`src/rtl/mdu_pkg.sv`:
```
// Shared types and helpers for the iterative RV64M multiply/divide unit.
package mdu_pkg;

    localparam int XLEN  = 64;
    localparam int CNT_W = 7;

    typedef logic [63:0] u64;
    typedef logic [31:0] u32;

    typedef enum logic [3:0] {
        MDU_MUL,
        MDU_DIV,
        MDU_DIVU,
        MDU_REM,
        MDU_REMU,
        MDU_MULW,
        MDU_DIVW,
        MDU_DIVUW,
        MDU_REMW,
        MDU_REMUW
    } mdufunc_t;

    typedef enum logic [1:0] {
        MDU_IDLE,
        MDU_BUSY,
        MDU_DONE
    } mdu_state_t;

    function automatic u64 sext32(input u32 v);
        return {{32{v[31]}}, v};
    endfunction

    function automatic u64 zext32(input u32 v);
        return {32'b0, v};
    endfunction

endpackage

```
`src/rtl/mdu_div_core.sv`:
```
// Restoring divider datapath: one quotient bit per enabled step on unsigned operands.
module mdu_div_core
    import mdu_pkg::*;
(
    input  logic clk,
    input  logic reset,
    input  logic load,
    input  logic step,
    input  u64   dividend,
    input  u64   divisor,
    output u64   quot,
    output u64   rem
);

    u64          div_q;
    logic [64:0] rem_sh;
    logic [64:0] diff;

    // Bit 64 of the trial difference is the borrow: set means the divisor did not fit.
    always_comb begin
        rem_sh = {rem, quot[63]};
        diff   = rem_sh - {1'b0, div_q};
    end

    always_ff @(posedge clk or negedge reset) begin
        if (!reset) begin
            quot  <= '0;
            rem   <= '0;
            div_q <= '0;
        end else if (load) begin
            quot  <= dividend;
            rem   <= '0;
            div_q <= divisor;
        end else if (step) begin
            if (!diff[64]) begin
                rem  <= diff[63:0];
                quot <= {quot[62:0], 1'b1};
            end else begin
                rem  <= rem_sh[63:0];
                quot <= {quot[62:0], 1'b0};
            end
        end
    end

endmodule

```
`src/rtl/mdu.sv`:
```
// Iterative RV64M multiply/divide unit: fixed 65-cycle latency, valid/ready handshake on both sides.
module mdu
    import mdu_pkg::*;
(
    input  logic     clk,
    input  logic     reset,
    input  logic     flush,
    input  logic     in_valid,
    output logic     in_ready,
    input  u64       a,
    input  u64       b,
    input  mdufunc_t func,
    output logic     out_valid,
    input  logic     out_ready,
    output u64       c
);

    mdu_state_t       state;
    logic [CNT_W-1:0] cnt;

    mdufunc_t func_q;
    logic     w_q;
    logic     neg_q;
    logic     neg_r;
    logic     zero_q;
    logic     ovf_q;
    u64       a_q;

    u64 mul_acc;
    u64 mul_cand;
    u64 mul_plier;

    logic op_signed;
    logic op_w;
    u64   a_x;
    u64   b_x;
    logic sign_a;
    logic sign_b;
    u64   abs_a;
    u64   abs_b;
    u64   min_val;
    logic div_zero;
    logic div_ovf;

    u64   quot;
    u64   rem;
    u64   q_fix;
    u64   r_fix;
    u64   res;

    logic div_load;
    logic div_step;

    // Operand conditioning at accept: W forms extend the low word, signed forms divide magnitudes.
    always_comb begin
        op_signed = 1'b0;
        op_w      = 1'b0;
        a_x       = a;
        b_x       = b;
        case (func)
            MDU_DIV, MDU_REM: begin
                op_signed = 1'b1;
            end
            MDU_DIVW, MDU_REMW: begin
                op_signed = 1'b1;
                op_w      = 1'b1;
                a_x       = sext32(a[31:0]);
                b_x       = sext32(b[31:0]);
            end
            MDU_DIVUW, MDU_REMUW: begin
                op_w = 1'b1;
                a_x  = zext32(a[31:0]);
                b_x  = zext32(b[31:0]);
            end
            MDU_MULW: begin
                op_w = 1'b1;
            end
            default: begin
            end
        endcase
        sign_a   = op_signed & a_x[63];
        sign_b   = op_signed & b_x[63];
        abs_a    = sign_a ? -a_x : a_x;
        abs_b    = sign_b ? -b_x : b_x;
        min_val  = op_w ? sext32(32'h8000_0000) : {1'b1, 63'b0};
        div_zero = (b_x == '0);
        div_ovf  = op_signed && (a_x == min_val) && (b_x == '1);
    end

    assign div_load = (state == MDU_IDLE) && in_valid && !flush;
    assign div_step = (state == MDU_BUSY) && (cnt != '0) && !flush;

    mdu_div_core u_div_core (
        .clk      (clk),
        .reset    (reset),
        .load     (div_load),
        .step     (div_step),
        .dividend (abs_a),
        .divisor  (abs_b),
        .quot     (quot),
        .rem      (rem)
    );

    // Sign fix and RISC-V special cases, applied to the finished magnitudes.
    always_comb begin
        q_fix = neg_q ? -quot : quot;
        r_fix = neg_r ? -rem : rem;
        if (zero_q) begin
            q_fix = '1;
            r_fix = a_q;
        end else if (ovf_q) begin
            q_fix = a_q;
            r_fix = '0;
        end
        case (func_q)
            MDU_DIV, MDU_DIVU, MDU_DIVW, MDU_DIVUW: res = q_fix;
            MDU_REM, MDU_REMU, MDU_REMW, MDU_REMUW: res = r_fix;
            default:                                res = mul_acc;
        endcase
        if (w_q) begin
            res = sext32(res[31:0]);
        end
    end

    // The cnt==0 BUSY cycle only registers the fixed result, giving the 65-cycle latency.
    always_ff @(posedge clk or negedge reset) begin
        if (!reset) begin
            state     <= MDU_IDLE;
            cnt       <= '0;
            in_ready  <= 1'b1;
            out_valid <= 1'b0;
            c         <= '0;
            func_q    <= MDU_MUL;
            w_q       <= 1'b0;
            neg_q     <= 1'b0;
            neg_r     <= 1'b0;
            zero_q    <= 1'b0;
            ovf_q     <= 1'b0;
            a_q       <= '0;
            mul_acc   <= '0;
            mul_cand  <= '0;
            mul_plier <= '0;
        end else if (flush) begin
            state     <= MDU_IDLE;
            cnt       <= '0;
            in_ready  <= 1'b1;
            out_valid <= 1'b0;
        end else begin
            case (state)
                MDU_IDLE: begin
                    if (in_valid) begin
                        state     <= MDU_BUSY;
                        cnt       <= CNT_W'(XLEN);
                        in_ready  <= 1'b0;
                        func_q    <= func;
                        w_q       <= op_w;
                        neg_q     <= sign_a ^ sign_b;
                        neg_r     <= sign_a;
                        zero_q    <= div_zero;
                        ovf_q     <= div_ovf;
                        a_q       <= a_x;
                        mul_acc   <= '0;
                        mul_cand  <= a;
                        mul_plier <= b;
                    end
                end
                MDU_BUSY: begin
                    if (cnt != '0) begin
                        if (mul_plier[0]) begin
                            mul_acc <= mul_acc + mul_cand;
                        end
                        mul_cand  <= mul_cand << 1;
                        mul_plier <= mul_plier >> 1;
                        cnt       <= cnt - CNT_W'(1);
                    end else begin
                        c         <= res;
                        state     <= MDU_DONE;
                        out_valid <= 1'b1;
                    end
                end
                MDU_DONE: begin
                    if (out_ready) begin
                        state     <= MDU_IDLE;
                        in_ready  <= 1'b1;
                        out_valid <= 1'b0;
                    end
                end
                default: begin
                    state     <= MDU_IDLE;
                    in_ready  <= 1'b1;
                    out_valid <= 1'b0;
                end
            endcase
        end
    end

endmodule

```
`config.mk`:
```
export PLATFORM = sky130hd
export DESIGN_NAME = mdu
export DESIGN_NICKNAME = d
export VERILOG_FILES = /design/src/rtl/mdu_pkg.sv /design/src/rtl/mdu_div_core.sv /design/src/rtl/mdu.sv
export SDC_FILE = /design/constraint.sdc
export NUM_CORES = 2
export LEC_CHECK = 0
export BUFFER_PORTS_ARGS = -buffer_cell sky130_fd_sc_hd__buf_2
export CORE_MARGIN = 2
export CORE_UTILIZATION = 53
export CTS_CLUSTER_DIAMETER = 150
export DETAILED_ROUTE_END_ITERATION = 7
export MAX_ROUTING_LAYER = met4
export PLACE_DENSITY = 0.72
export RECOVER_POWER = 25
export SLEW_MARGIN = 20
export SYNTH_ARGS = -nofsm -noshare
export SYNTH_HDL_FRONTEND = slang
export SYNTH_SLANG_ARGS = --single-unit
```
`constraint.sdc`:
```
create_clock -name clk -period 10 [get_ports clk]
set_input_delay 0.5 -clock clk [delete_from_list [all_inputs] [get_ports clk]]
set_output_delay 0.5 -clock clk [all_outputs]
set_load 0.05 [all_outputs]
```
# == Yosys cells after proc, flatten, opt, wreduce, memory -nomap -nowiden ==
# Index checks and enable logic that the tools add are counted.
# op_classes
add_sub_neg,7
multipliers,0
div,0
magnitude_cmp,0
n_eq_ne,28
shifts,0
mux,48
n_bitwise,5
reduce_logical,27
# op_table
operator,count
$mux 64,21
$pmux 64 s2,6
$neg 64->64,4
$sub 65x64->65,1
$add 64x64->64,1
$eq 64x64->1,1
$eq 64x64->1 const B,1
$logic_not 64->1,1
$mux 63,1
$eq 4x3->1 const B,6
$mux 7,3
$reduce_and 3->1,6
$eq 4x4->1 const B,4
$pmux 7 s2,1
$eq 4x2->1 const B,3
$reduce_or 4->1,3
$mux 1,9
$ne 3x3->1 const B,3
$eq 4x1->1 const B,2
$mux 2,4
$ne 2x2->1 const B,4
$reduce_bool 7->1,1
$sub 7x1->7 const B,1
$logic_and 1x1->1,6
17 further kinds,22
# word_totals
register_bits,532
latch_bits,0
ramBits,0
rom_bits,0
in_bits,137
out_inout_bits,66
elab_cells,133
memories,0

# == Depth between registers and ports, before layout ==
# depth
word_depth,7
depth_mapped,16
depth_no_buf,15

# == By module ==
# From an unflattened synthesis, not the netlist that was laid out.
# unflattened
cells_unflattened,4948
hier_area_um2,38608.3
# modules_own_cells
module,instances,cells_per_inst,area_each_um2,seq_area_each_um2
mdu,1,3496,26300.2,8509.4
mdu_div_core,1,1452,12308.1,4804.6

# == Worst setup path before layout ==
# OpenSTA, ideal clock, no wires.
# synth_timing
kind,register to register
start,register u_div_core.quot[63]
end,register u_div_core.rem[30]
arrival_ns,3.322
required_ns,9.917
setup_slack_ns,6.595
path_stages_with_launch,17
path_buffers,2
period_less_slack_ns,3.405
cell_sequence,dfrtp_1 inv_1 ha_1 fa_1 nor2b_1 o21ai_0 o21ai_0 a21oi_1 o221ai_1 nor2_1 o21ai_1 a31oi_1 xor2_1 buf_2 buf_2 a21oi_1 o21ai_0
# synth_via
elab_chain_cells,4
# synth_rtl
item,line,text
start: declaration,mdu_div_core.sv:11,"output u64 quot,"
start signal: assignment,mdu_div_core.sv:31,quot <= dividend;
start signal: assignment,mdu_div_core.sv:37,"quot <= {quot[62:0], 1'b1};"
start signal: assignment,mdu_div_core.sv:40,"quot <= {quot[62:0], 1'b0};"
$sub 65x64->65,mdu_div_core.sv:22,"diff = rem_sh - {1'b0, div_q};"
$mux 64,mdu_div_core.sv:35,if (!diff[64]) begin
$mux 64,mdu_div_core.sv:34,end else if (step) begin
$mux 64,mdu_div_core.sv:30,end else if (load) begin
end signal: assignment,mdu_div_core.sv:36,rem <= diff[63:0];
end signal: assignment,mdu_div_core.sv:39,rem <= rem_sh[63:0];
end: declaration,mdu_div_core.sv:12,output u64 rem
# No other way between the ends. The select of a mux whose other input is x is not followed.
# A chain may end at the register's enable or synchronous reset.

# == Worst setup path after layout ==
# layout_timing
start,register u_div_core.rem[0]
end,register u_div_core.quot[0]
# layout_via
elab_chain_cells,4
# layout_rtl
item,line
$sub 65x64->65,mdu_div_core.sv:22
$mux 1,mdu_div_core.sv:35
$mux 64,mdu_div_core.sv:34
$mux 64,mdu_div_core.sv:30
# No other way between the ends. The select of a mux whose other input is x is not followed.

==> flow_summary.json <==
{
  "status": "finished clean",
  "synthesis.nets": 5211,
  "min-delay-start": "func[3]",
  "drtAntennaViolNets": 0,
  "period_share": 0.500,
  "synth_top_cells_by_area": "dfrtp_1 35%, nand2_1 8.8%, o21ai_0 6.8%",
  "hold_class": "in -> reg",
  "fin_nets": 5191,
  "grt_pass1_vias": 34557,
  "yosysWarnings": 0,
  "drtIter0Drc": 4880,
  "htreeDepth": 3,
  "area_delta_synth_final_pct": 9.50,
  "antenna_found_initial": 4,
  "ctsResizeCount": 0,
  "yosys_most_used_dff": "dfrtp_1",
  "vias": 37461,
  "hold_path_depth": 3,
  "cp-start-kind": "register",
  "clk_path_buf_depth": 3,
  "setup-tns-final_ns": 0,
  "synth_top_area_frac": 0.350,
  "clockRootBuffer": "clkbuf_16",
  "async_flop_share": 1.00,
  "drc_errors": 0,
  "core_area_mm2": 0.0712,
  "slew_violations": 0,
  "insertion_delay_ns": 0.61,
  "rsz0062_at_grt": "false",
  "ys_ff_latch": 532,
  "setup_slack_ns": 5.00,
  "p_leak_nw": 18.2,
  "arrival_ns": 5.45,
  "ir_drop_uv": 282,
  "fmax_mhz": 200,
  "yosysMostFrequentCell": "nand2_1",
  "initial_core_util": 0.534,
  "routed_wl_um": 136000,
  "num_rows": 98,
  "die-area_mm2": 0.0739,
  "relSlewSlack": 0.279,
  "fill_cells": 6721,
  "worstPathMaxFanout": 98,
  "via_per_inst": 6.33,
  "worst_ep_required_time_ns": 10.45,
  "r2r-end": "u_div_core.quot[0]",
  "reg2reg_depth": 14,
  "grt_pass1_wl_um": 209000,
  "clock_skew_ns": 0.0167,
  "finalCriticalPeriod_ns": 5.00,
  "clock_sinks": 532,
  "dp_hpwl_um": 97600,
  "fp.dieW_um": 272,
  "timing.rr.start": "u_div_core.rem[0]",
  "reg2reg_slack_ns": 5.00,
  "syn-cell-area_mm2": 0.0380,
  "wl_per_cell_um": 22.9,
  "drive_above_1_share": 0.0757,
  "dieHeight_um": 272,
  "end_kind": "register",
  "post_cts_buffers": 0,
  "syn_avg_cell_area_um2": 7.70,
  "ys_top_cells_by_count": "887 x nand2_1, 531 x dfrtp_1, 513 x o21ai_0",
  "synthesis.instances": 4938,
  "cts_tree": "done",
  "overflow": 0,
  "port_buffers": 202,
  "maxCapViolCount": 0,
  "clk_pin_slew_ns": 0.06,
  "yosysTopAreaCell": "dfrtp_1",
  "power_density_mw_per_mm2": 430,
  "grt_max_degree": 163,
  "path_class": "reg -> reg",
  "gp_congestion": 1.02,
  "ys_seq_area_frac": 0.350,
  "ios": 203,
  "cts-hold-fix-buffers": 1,
  "synth.distinct_cells": 93,
  "drt_first_pass_iters": 6,
  "dp_slack_ns": 5.03,
  "setup_violations": 0,
  "cts_buffers": 67,
  "timing.final.hold_violations": 0,
  "grt_use_total": 0.371,
  "min_to": "func_q[3]",
  "synth_edf_count": 0,
  "tightest_slew_ns": 1.07
}
cells by family after synthesis:
| family | after synthesis | share of synthesized area |
|---|---|---|
| and+or+nand+nor | 1815 | 0.212 |
| AOI/OAI and AO/OA | 1614 | 0.259 |
| buffers and inverters | 469 | 0.0471 |
| DFF | 532 | 0.350 |
| muxes | 27 | 0.00751 |
| adders and majority gates | 136 | 0.0452 |
| xor gates and xnor gates | 345 | 0.0795 |
report_power, final:
| part | total (mW) | internal, mW | leakage (nW) | switching (mW) |
|---|---|---|---|---|
| logic | 11.1 | 3.82 | 10.6 | 7.26 |
| registers | 4.33 | 3.16 | 6.57 | 1.16 |
| clock network | 2.50 | 1.50 | 1.11 | 0.997 |
| total | 17.9 | 8.49 | 18.2 | 9.42 |
layout make-up:
class                           count  area (um2)  area share
Inverter                          126         480      0.0115
Antenna cell                        4        10.0    0.000241
Sequential cell                   532       13300       0.320
Clock buffer                       92        1930      0.0464
Tap cell                          950        1190      0.0286
Clock inverter                     25         287     0.00688
Multi-Input combinational cell   3937       23000       0.553
Timing Repair Buffer              254        1370      0.0329
how the worst max path moves through the flow:
stage                                    from  slack [ns]  depth (start not counted)                  to
after floorplan           u_div_core.quot[63]        6.60                         16  u_div_core.rem[30]
after global routing        u_div_core.rem[0]        4.65                         14  u_div_core.quot[0]
after global placement    u_div_core.quot[63]        5.17                         15  u_div_core.quot[0]
after CTS                 u_div_core.quot[63]        5.02                         15  u_div_core.quot[0]
after detailed placement  u_div_core.quot[63]        5.03                         15  u_div_core.quot[0]
final                       u_div_core.rem[0]        5.00                         14  u_div_core.quot[0]
stage by stage:
stage                     utilization  instance area [um2]  cells  hold WS [ns]  total power [mW]
after detailed placement        0.554                39500   5798         0.460              15.2
final                           0.584                41600   5920         0.135              17.9
after global placement          0.554                39500   5798         0.453              15.1
after CTS                       0.585                41700   5916         0.114              17.7
after global routing            0.584                41600   5920         0.137              19.2
after floorplan                     -                38000   4938         0.204              11.9
critical path, cell delays in order (launching register included):
cell,delay [ns]
dfrtp_1,0.49
inv_1,0.13
fa_1,0.47
nor2b_1,0.14
o21ai_0,0.12
o21ai_0,0.52
a21oi_1,0.25
o221ai_1,0.42
nor2_1,0.16
o21ai_1,0.30
a31oi_1,0.22
xor2_4,0.33
buf_4,0.77
or2_2,0.37
a31oi_1,0.12
layout by cell type, fill, tap and decap left out, types with 103 or more instances in the layout:
cell     instances
nand2_1        886
dfrtp_1        527
o21ai_0        512
nor2_1         434
a21oi_1        359
a31oi_1        218
xnor2_1        175
xor2_1         169
buf_2          135
ha_1           134
inv_1          125
a21o_1         103
layer usage:
metal,up-vias,wire (um),global-route usage
li1,17573,-,-
met3,269,13100,0.0711
met2,1782,57500,0.528
met5,-,0,-
met4,0,5430,0.138
met1,17837,59700,0.523
registers in the layout, indices dropped and copies added (netlist names):
| name | count |
|---|---|
| mul_acc | 64 |
| u_div_core.rem | 64 |
| neg_q | 1 |
| mul_cand | 64 |
| in_ready | 1 |
| out_valid | 1 |
| zero_q | 1 |
| func_q | 4 |
| cnt | 7 |
| mul_plier | 64 |
| neg_r | 1 |
| state | 2 |
| w_q | 1 |
| ovf_q | 1 |
| c | 64 |
| u_div_core.quot | 64 |
| a_q | 64 |
| u_div_core.div_q | 64 |
Power figures use the tool's default switching activity.
